**src/rtl/fwd_pkg.sv**
```systemverilog
// fwd_pkg: shared types and constants for the forwarding / hazard unit.
//   FWD_*      : ALU forward-select encodings (2'b11 is never driven)
//   FWD_REG_AW : register-address width used by the shadow slot struct
//   slot_t     : destination info for one in-flight instruction
//   slot_matches(): true when a slot supplies register r via forwarding
package fwd_pkg;

   localparam logic [1:0] FWD_REGFILE = 2'b00;
   localparam logic [1:0] FWD_EXMEM   = 2'b10;
   localparam logic [1:0] FWD_MEMWB   = 2'b01;

   localparam int unsigned FWD_REG_AW = 5;

   typedef struct packed {
      logic                  valid;
      logic                  regwrite;
      logic                  memread;
      logic [FWD_REG_AW-1:0] dst;
   } slot_t;

   // Register 0 is hard-wired, so a write to it is never a forwarding source.
   function automatic logic slot_matches(input slot_t s, input logic [FWD_REG_AW-1:0] r);
      return s.valid & s.regwrite & (s.dst != '0) & (s.dst == r);
   endfunction

endpackage

```
**src/rtl/fwd_select.sv**
```systemverilog
// fwd_select: priority compare of one ID source register against the EX and
// MEM shadow slots, producing the next ALU forward-select code.
// Ports:
//   src_i      : source register number of the ID instruction
//   uses_i     : the ID instruction actually reads src_i
//   kill_i     : a bubble is being inserted; force register-file select
//   ex_slot_i  : destination info of the instruction now in EX
//   mem_slot_i : destination info of the instruction now in MEM
//   sel_o      : next forward select (FWD_REGFILE / FWD_EXMEM / FWD_MEMWB)
module fwd_select
   import fwd_pkg::*;
(
   input  logic [FWD_REG_AW-1:0] src_i,
   input  logic                  uses_i,
   input  logic                  kill_i,
   input  slot_t                 ex_slot_i,
   input  slot_t                 mem_slot_i,
   output logic [1:0]            sel_o
);

   always_comb begin
      sel_o = FWD_REGFILE;
      if (uses_i && !kill_i) begin
         // EX holds the youngest producer, so it wins over MEM.
         if (slot_matches(ex_slot_i, src_i)) begin
            sel_o = FWD_EXMEM;
         end else if (slot_matches(mem_slot_i, src_i)) begin
            sel_o = FWD_MEMWB;
         end
      end
   end

endmodule

```
**src/rtl/fwd_hazard_unit.sv**
```systemverilog
// fwd_hazard_unit: forwarding-select and load-use stall control for a 5-stage
// pipeline. Shadow slots mirror the destination info of the instructions in
// EX and MEM; forward selects are computed in ID and registered so they are
// valid during that instruction's EX cycle.
// Ports:
//   clk_i, rst_ni      : clock, synchronous active-low reset
//   freeze_i           : global hold; no slot or output register changes
//   flush_i            : kill the ID instruction; it enters EX as a bubble
//   id_*_i             : decoded fields of the instruction in ID
//   forward_a_o/b_o    : registered ALU forward selects for the EX instruction
//   stall_o            : hold PC and IF/ID (combinational)
//   bubble_o           : ID/EX loads a NOP on this edge (combinational)
//   stall_count_o      : saturating load-use stall count (FWD_STATS_EN only)
// Optional feature: define FWD_STATS_EN to add the stall counter and its port.
module fwd_hazard_unit
   import fwd_pkg::*;
#(
   parameter int unsigned REG_AW = FWD_REG_AW
`ifdef FWD_STATS_EN
  ,parameter int unsigned CNT_W  = 16
`endif
) (
   input  logic              clk_i,
   input  logic              rst_ni,
   input  logic              freeze_i,
   input  logic              flush_i,
   input  logic              id_valid_i,
   input  logic [REG_AW-1:0] id_rs_i,
   input  logic [REG_AW-1:0] id_rt_i,
   input  logic [REG_AW-1:0] id_rd_i,
   input  logic              id_uses_rs_i,
   input  logic              id_uses_rt_i,
   input  logic              id_regwrite_i,
   input  logic              id_memread_i,
   input  logic              id_regdst_i,
   output logic [1:0]        forward_a_o,
   output logic [1:0]        forward_b_o,
   output logic              stall_o,
   output logic              bubble_o
`ifdef FWD_STATS_EN
  ,output logic [CNT_W-1:0]  stall_count_o
`endif
);

   slot_t             ex_q, ex_d;
   slot_t             mem_q, mem_d;
   slot_t             id_slot;
   logic [1:0]        fwd_a_q, fwd_a_d;
   logic [1:0]        fwd_b_q, fwd_b_d;
   logic [REG_AW-1:0] id_dst;
   logic              load_use;

   assign id_dst = id_regdst_i ? id_rd_i : id_rt_i;

   always_comb begin
      id_slot          = '0;
      id_slot.valid    = id_valid_i;
      id_slot.regwrite = id_regwrite_i;
      id_slot.memread  = id_memread_i;
      id_slot.dst      = id_dst;
   end

   // A load in EX cannot forward yet; the dependent ID instruction waits one cycle.
   // A flushed instruction needs no hold, so flush suppresses the hazard.
   always_comb begin
      load_use = id_valid_i & ~flush_i & ex_q.valid & ex_q.memread & (ex_q.dst != '0) &
                 ((id_uses_rs_i & (ex_q.dst == id_rs_i)) |
                  (id_uses_rt_i & (ex_q.dst == id_rt_i)));
   end

   // Under freeze every stage is already held, so no local stall/bubble is needed.
   assign stall_o  = load_use & ~freeze_i;
   assign bubble_o = (load_use | flush_i) & ~freeze_i;

   fwd_select u_sel_a (
      .src_i      (id_rs_i),
      .uses_i     (id_uses_rs_i),
      .kill_i     (bubble_o),
      .ex_slot_i  (ex_q),
      .mem_slot_i (mem_q),
      .sel_o      (fwd_a_d)
   );

   // Computed even for immediate-operand instructions: store data uses this path.
   fwd_select u_sel_b (
      .src_i      (id_rt_i),
      .uses_i     (id_uses_rt_i),
      .kill_i     (bubble_o),
      .ex_slot_i  (ex_q),
      .mem_slot_i (mem_q),
      .sel_o      (fwd_b_d)
   );

   always_comb begin
      mem_d = ex_q;
      ex_d  = bubble_o ? slot_t'('0) : id_slot;
   end

   always_ff @(posedge clk_i) begin
      if (!rst_ni) begin
         ex_q    <= '0;
         mem_q   <= '0;
         fwd_a_q <= FWD_REGFILE;
         fwd_b_q <= FWD_REGFILE;
      end else if (!freeze_i) begin
         ex_q    <= ex_d;
         mem_q   <= mem_d;
         fwd_a_q <= fwd_a_d;
         fwd_b_q <= fwd_b_d;
      end
   end

   assign forward_a_o = fwd_a_q;
   assign forward_b_o = fwd_b_q;

`ifdef FWD_STATS_EN
   logic [CNT_W-1:0] cnt_q, cnt_d;

   always_comb begin
      cnt_d = cnt_q;
      if (stall_o && (cnt_q != '1)) begin
         cnt_d = cnt_q + 1'b1;
      end
   end

   always_ff @(posedge clk_i) begin
      if (!rst_ni) begin
         cnt_q <= '0;
      end else begin
         cnt_q <= cnt_d;
      end
   end

   assign stall_count_o = cnt_q;
`endif

endmodule

```
**config.mk**
```make
export PLATFORM = sky130hd
export DESIGN_NAME = fwd_hazard_unit
export DESIGN_NICKNAME = d
export VERILOG_FILES = /design/src/rtl/fwd_pkg.sv /design/src/rtl/fwd_select.sv /design/src/rtl/fwd_hazard_unit.sv
export SDC_FILE = /design/constraint.sdc
export NUM_CORES = 1
export LEC_CHECK = 0
export ABC_AREA = 1
export CORE_MARGIN = 5
export CORE_UTILIZATION = 50
export DETAILED_ROUTE_END_ITERATION = 12
export PLACE_DENSITY_LB_ADDON = 0.12
export SYNTH_ARGS = -nofsm -noshare
export SYNTH_HDL_FRONTEND = slang
export SYNTH_HIERARCHICAL = 1
export SYNTH_SLANG_ARGS = --single-unit
```
**constraint.sdc**
```tcl
create_clock -name clk_i -period 1.93 [get_ports clk_i]
set_input_delay 0.579 -clock clk_i [delete_from_list [all_inputs] [get_ports clk_i]]
set_output_delay 0.579 -clock clk_i [all_outputs]
set_load 0.01 [all_outputs]
```
==> After elaboration in Yosys (flattened, before gate mapping) <==
Cells that the tools add are included.
{ "classes": {"n_eq_ne": 4, "muxes": 8, "n_reduce_logical": 5, "bitwise": 21} }
{ "ops": {"columns": ["op", "count"], "rows": [
  ["== test 5 bit", 4],
  ["bitwise AND 1 bit", 17],
  ["nonzero test 5 bit", 2],
  ["two-way mux 2 bit", 4],
  ["two-way mux 8 bit", 1],
  ["two-way mux 5 bit", 1],
  ["logical AND 1 bit", 2],
  ["two-way mux 1 bit", 2],
  ["inverter 1 bit", 2],
  ["bitwise OR 1 bit", 2],
  ["logical NOT 1 bit", 1]
]} }
{ "totals": {"register_bits": 19, "in_bits": 25, "word_cells": 47, "out_inout_bits": 6} }

==> Longest topological paths before layout <==
{ "logic_depth": {"depth_word": 11, "mapped_depth": 15} }

==> Modules after synthesis <==
The synthesis kept the hierarchy.
{ "modules_own_cells": {"columns": ["module", "area_per_inst_um2", "n_inst", "cells_per_inst"], "rows": [
  ["fwd_hazard_unit", 1034.7, 1, 161],
  ["fwd_select", 255.2, 2, 63]
]} }

==> Worst setup path after synthesis <==
Ideal clock, no wire load.
{ "synth_path": {"path_type": "input -> register", "startpoint": "input port id_rt_i[0]", "endpoint": "register fwd_a_q[0] (netlist: forward_a_o[0])", "n_path_buf": 0, "setup_time_ns": 0.065, "t_arrival_ns": 1.730, "t_required_ns": 1.865, "path_stages": 15, "path_slack_ns": 0.135, "cell_sequence": "inv_1 nand2_1 nand2_1 nor2_1 nand3_1 nand2_2 nand2_4 nand2_1 nor2_1 nand2_1 nor2_1 nand4_1 nor2_1 o21ai_0 nor2_1"} }
{ "synth_via": {"elab_chain_cells": 9} }
{ "synth_rtl": {"columns": ["element", "line", "text"], "rows": [
  ["start: declaration", "fwd_hazard_unit.sv:29", "input logic [REG_AW-1:0] id_rt_i,"],
  ["== test 5 bit", "fwd_hazard_unit.sv:68", "(id_uses_rt_i & (ex_q.dst == id_rt_i)));"],
  ["bitwise AND 1 bit", "fwd_hazard_unit.sv:68", null],
  ["bitwise OR 1 bit", "fwd_hazard_unit.sv:67", "((id_uses_rs_i & (ex_q.dst == id_rs_i)) |"],
  ["bitwise AND 1 bit", "fwd_hazard_unit.sv:66", "load_use = id_valid_i & ~flush_i & ex_q.valid & ex_q.memread & (ex_q.dst != '0) &"],
  ["bitwise OR 1 bit", "fwd_hazard_unit.sv:73", "assign bubble_o = (load_use | flush_i) & ~freeze_i;"],
  ["bitwise AND 1 bit", "fwd_hazard_unit.sv:73", null],
  ["via bubble_o", "fwd_hazard_unit.sv:39", "output logic bubble_o"],
  ["logical NOT 1 bit", "fwd_select.sv:23", "if (uses_i && !kill_i) begin"],
  ["logical AND 1 bit", "fwd_select.sv:23", null],
  ["two-way mux 2 bit", "fwd_select.sv:23", null],
  ["via fwd_a_d[0]", "fwd_hazard_unit.sv:48", "logic [1:0] fwd_a_q, fwd_a_d;"],
  ["end signal: assignment", "fwd_hazard_unit.sv:108", "fwd_a_q <= fwd_a_d;"],
  ["end: declaration", "fwd_hazard_unit.sv:48", null]
]} }
The timed path passes the listed nets, and every way through them passes these cells.
A chain may end at the register's enable or synchronous reset.

==> Worst setup path in the final report <==
{ "layout_path": {"startpoint": "register ex_q[1] (netlist name)", "endpoint": "output port bubble_o"} }
{ "layout_via": {"elab_chain_cells": 6, "word_cells_on_any_way": 10, "cone_classes": "eq/ne: 2; bitwise: 7; reduce/logical: 1"} }
{ "layout_rtl": {"columns": ["element", "line", "text"], "rows": [
  ["start: declaration", "fwd_hazard_unit.sv:45", "slot_t ex_q, ex_d;"],
  ["start signal: assignment", "fwd_hazard_unit.sv:101", "ex_q <= '0;"],
  ["start signal: assignment", "fwd_hazard_unit.sv:106", "ex_q <= ex_d;"],
  ["== test 5 bit, on equally long branches", "fwd_hazard_unit.sv:67, fwd_hazard_unit.sv:68", null],
  ["bitwise AND 1 bit, on equally long branches", "fwd_hazard_unit.sv:67, fwd_hazard_unit.sv:68", null],
  ["bitwise OR 1 bit", "fwd_hazard_unit.sv:67", null],
  ["bitwise AND 1 bit (*)", "fwd_hazard_unit.sv:66", null],
  ["bitwise OR 1 bit (*)", "fwd_hazard_unit.sv:73", null],
  ["bitwise AND 1 bit (*)", "fwd_hazard_unit.sv:73", null],
  ["end: declaration", "fwd_hazard_unit.sv:39", null]
]} }
Mark *: on every way between the ends. The rest lies on a longest branch, timed or not.

==> flow_summary.toml <==
[outcome]
status = "complete, but fails checks"
failed_checks = "negative setup slack"

[cts]
worstSkewPairLatency_ps = 300
clk_pin_slew_ps = 120
root_buffer = "clkbuf_4"
cts_buffer_depth = 2
cts_buffers = 3
htree_levels = 1
cts_sinks = 19
cts_tree = "yes"

[layout]
seqCellArea_um2 = 389
drive_gt1_share_pct = 28.9
n_fill_cell = 271
final_common_cell = "nand2_1"
final_cell_mix = "nand2_1, inv_1, nor2_1"
nets = 382
multiInputGateArea_um2 = 963
area_delta_synth_final_pct = 47.2
antenna_cells = 0
fin_util_pct = 74.8

[placed_design]
gp_congestion = 0.961
portBuffers = 30
dp_hpwl_mm = 3.30
place_ws_ps = -898

[sta]
grt_setup_unrepaired = "true"
tns_ps = -155
slew_viol_final = 0
setup_ws_ps = -80.7
period_minus_slack_ps = 2010
setup_viol = 2
fin_worst_skew_ps = 5.44
hold_viol = 0
layout_worst_path_cycle_share_pct = 104
max_freq_mhz = 497
worst_pin_slew_ps = 272
slew_headroom_pct = 81.8

[route]
vias = 1957
drc = 0
wl_per_cell_um = 11.6
drt-pass1-iter-count = 4
ant_nets = 0
first_iter_violations = 70
routed_wl_mm = 4.51
avgViaCountPerCell = 5.03

[global_routing]
grt_usage_pct = 22.0
grt_pass1_wl_mm = 7.38
first_global_vias = 1813
grt_use_met3_pct = 2.08
grt.overflow.total = 0
grt-busiest-layer = "met2"
gr-usage-met2_pct = 40.4
grt_max_degree = 27
use_met1_pct = 26.0
grt_antenna_before_repair = 0

[min_path]
worstHoldEndpoint = "ex_q[5]$_SDFFE_PN0N_"
min_delay_path_depth = 2
hp-start = "ex_q[5]$_SDFFE_PN0N_"
hold_path.class = "register to register"

[power]
power_density_nw_per_um2 = 461
peakVddDrop_v = 0.000361
leakagePower_uw = 0.00121
p_total_uw = 1030

[synthesis]
ys.warnings.count = 6
synth_nets = 308
syn_inst = 283
synth_area_um2 = 1510
syn_area_per_cell_um2 = 5.35

[critical_path]
cp_data_required_time_ps = 1350
r2r_start = "ex_q[4]$_SDFFE_PN0N_"
worstSetupStartpointType = "register"
reg2regPathDepth = 14
worstSetupEndpointType = "output pin"
r2r_slack_ps = 140
cp-startpoint = "ex_q[1]$_SDFFE_PN0N_"
arrival_ps = 1430
rr_endpoint = "forward_b_o[1]$_SDFFE_PN0N_"
path_class = "register to output pin"
crit_fanout = 4

[die]
io_pins = 31
die_area_um2 = 4230
initial_core_util_pct = 50.8
core_area_um2 = 2980
dieHeight_um = 65.0
die-width_um = 65.0
rows = 20

[flow_run]
drv_cap = 0
==> through the flow <==
stage	cells	hold WS (ps)	cell area [um^2]
6_report	389	478	2230
5_1_grt	389	525	2230
4_1_cts	389	476	2180
3_5_place_dp	380	459	2110
3_3_place_gp	380	453	2110
2_1_floorplan	283	443	1510
==> final cells by class <==
class	count	share of cell area, %
sequential	19	17.5
clock inverter	1	0.225
multi-input combinational	205	43.3
tap	33	1.85
clock buffer	3	1.01
timing repair buffer	74	27.1
inverter	54	9.10
==> worst max path at each step <==
stage / endpoint / slack (ps) / depth (start not counted)
2_1_floorplan: forward_a_o[0]$_SDFFE_PN0N_ / 140 / 15
3_3_place_gp: stall_o / -880 / 10
3_5_place_dp: bubble_o / -900 / 10
4_1_cts: bubble_o / -90 / 9
5_1_grt: bubble_o / -150 / 9
6_report: bubble_o / -80 / 9
==> routing by layer <==
| metal | routed length, um | part of all wire (%) |
|---|---|---|
| met2 | 2280 | 51 |
| met5 | 0 | 0 |
| met4 | 58 | 1.3 |
| met3 | 277 | 6.1 |
| met1 | 1890 | 42 |
==> power by group <==
part | switching (uW) | leakage (uW) | internal [uW]
Sequential | 27.9 | 0.000159 | 417
Clock | 131 | 0.0000177 | 77.2
Combinational | 194 | 0.00104 | 180
Total | 353 | 0.00121 | 674
==> sequential cells by signal, indices dropped and copies added (netlist names) <==
name         count
mem_q            7
ex_q             8
forward_b_o      2
forward_a_o      2
==> worst max-delay path, cell delays in order, from the launching register on <==
cell     delay [ps]
dfxtp_4         380
buf_6           120
nand2_2          40
nand2_1          50
nor2_1          120
nand3_2         100
nand2_2          80
nand2_4          70
nand2_4          60
buf_6            90
==> what timing repair did <==
action	CTS	global route
endpoints found under the setup margin	6	6
gates resized for setup	84	22
setup buffers	5	1
hold buffers	0	0
pin swaps	26	26
No activity file was read; power rests on OpenSTA's default activity.
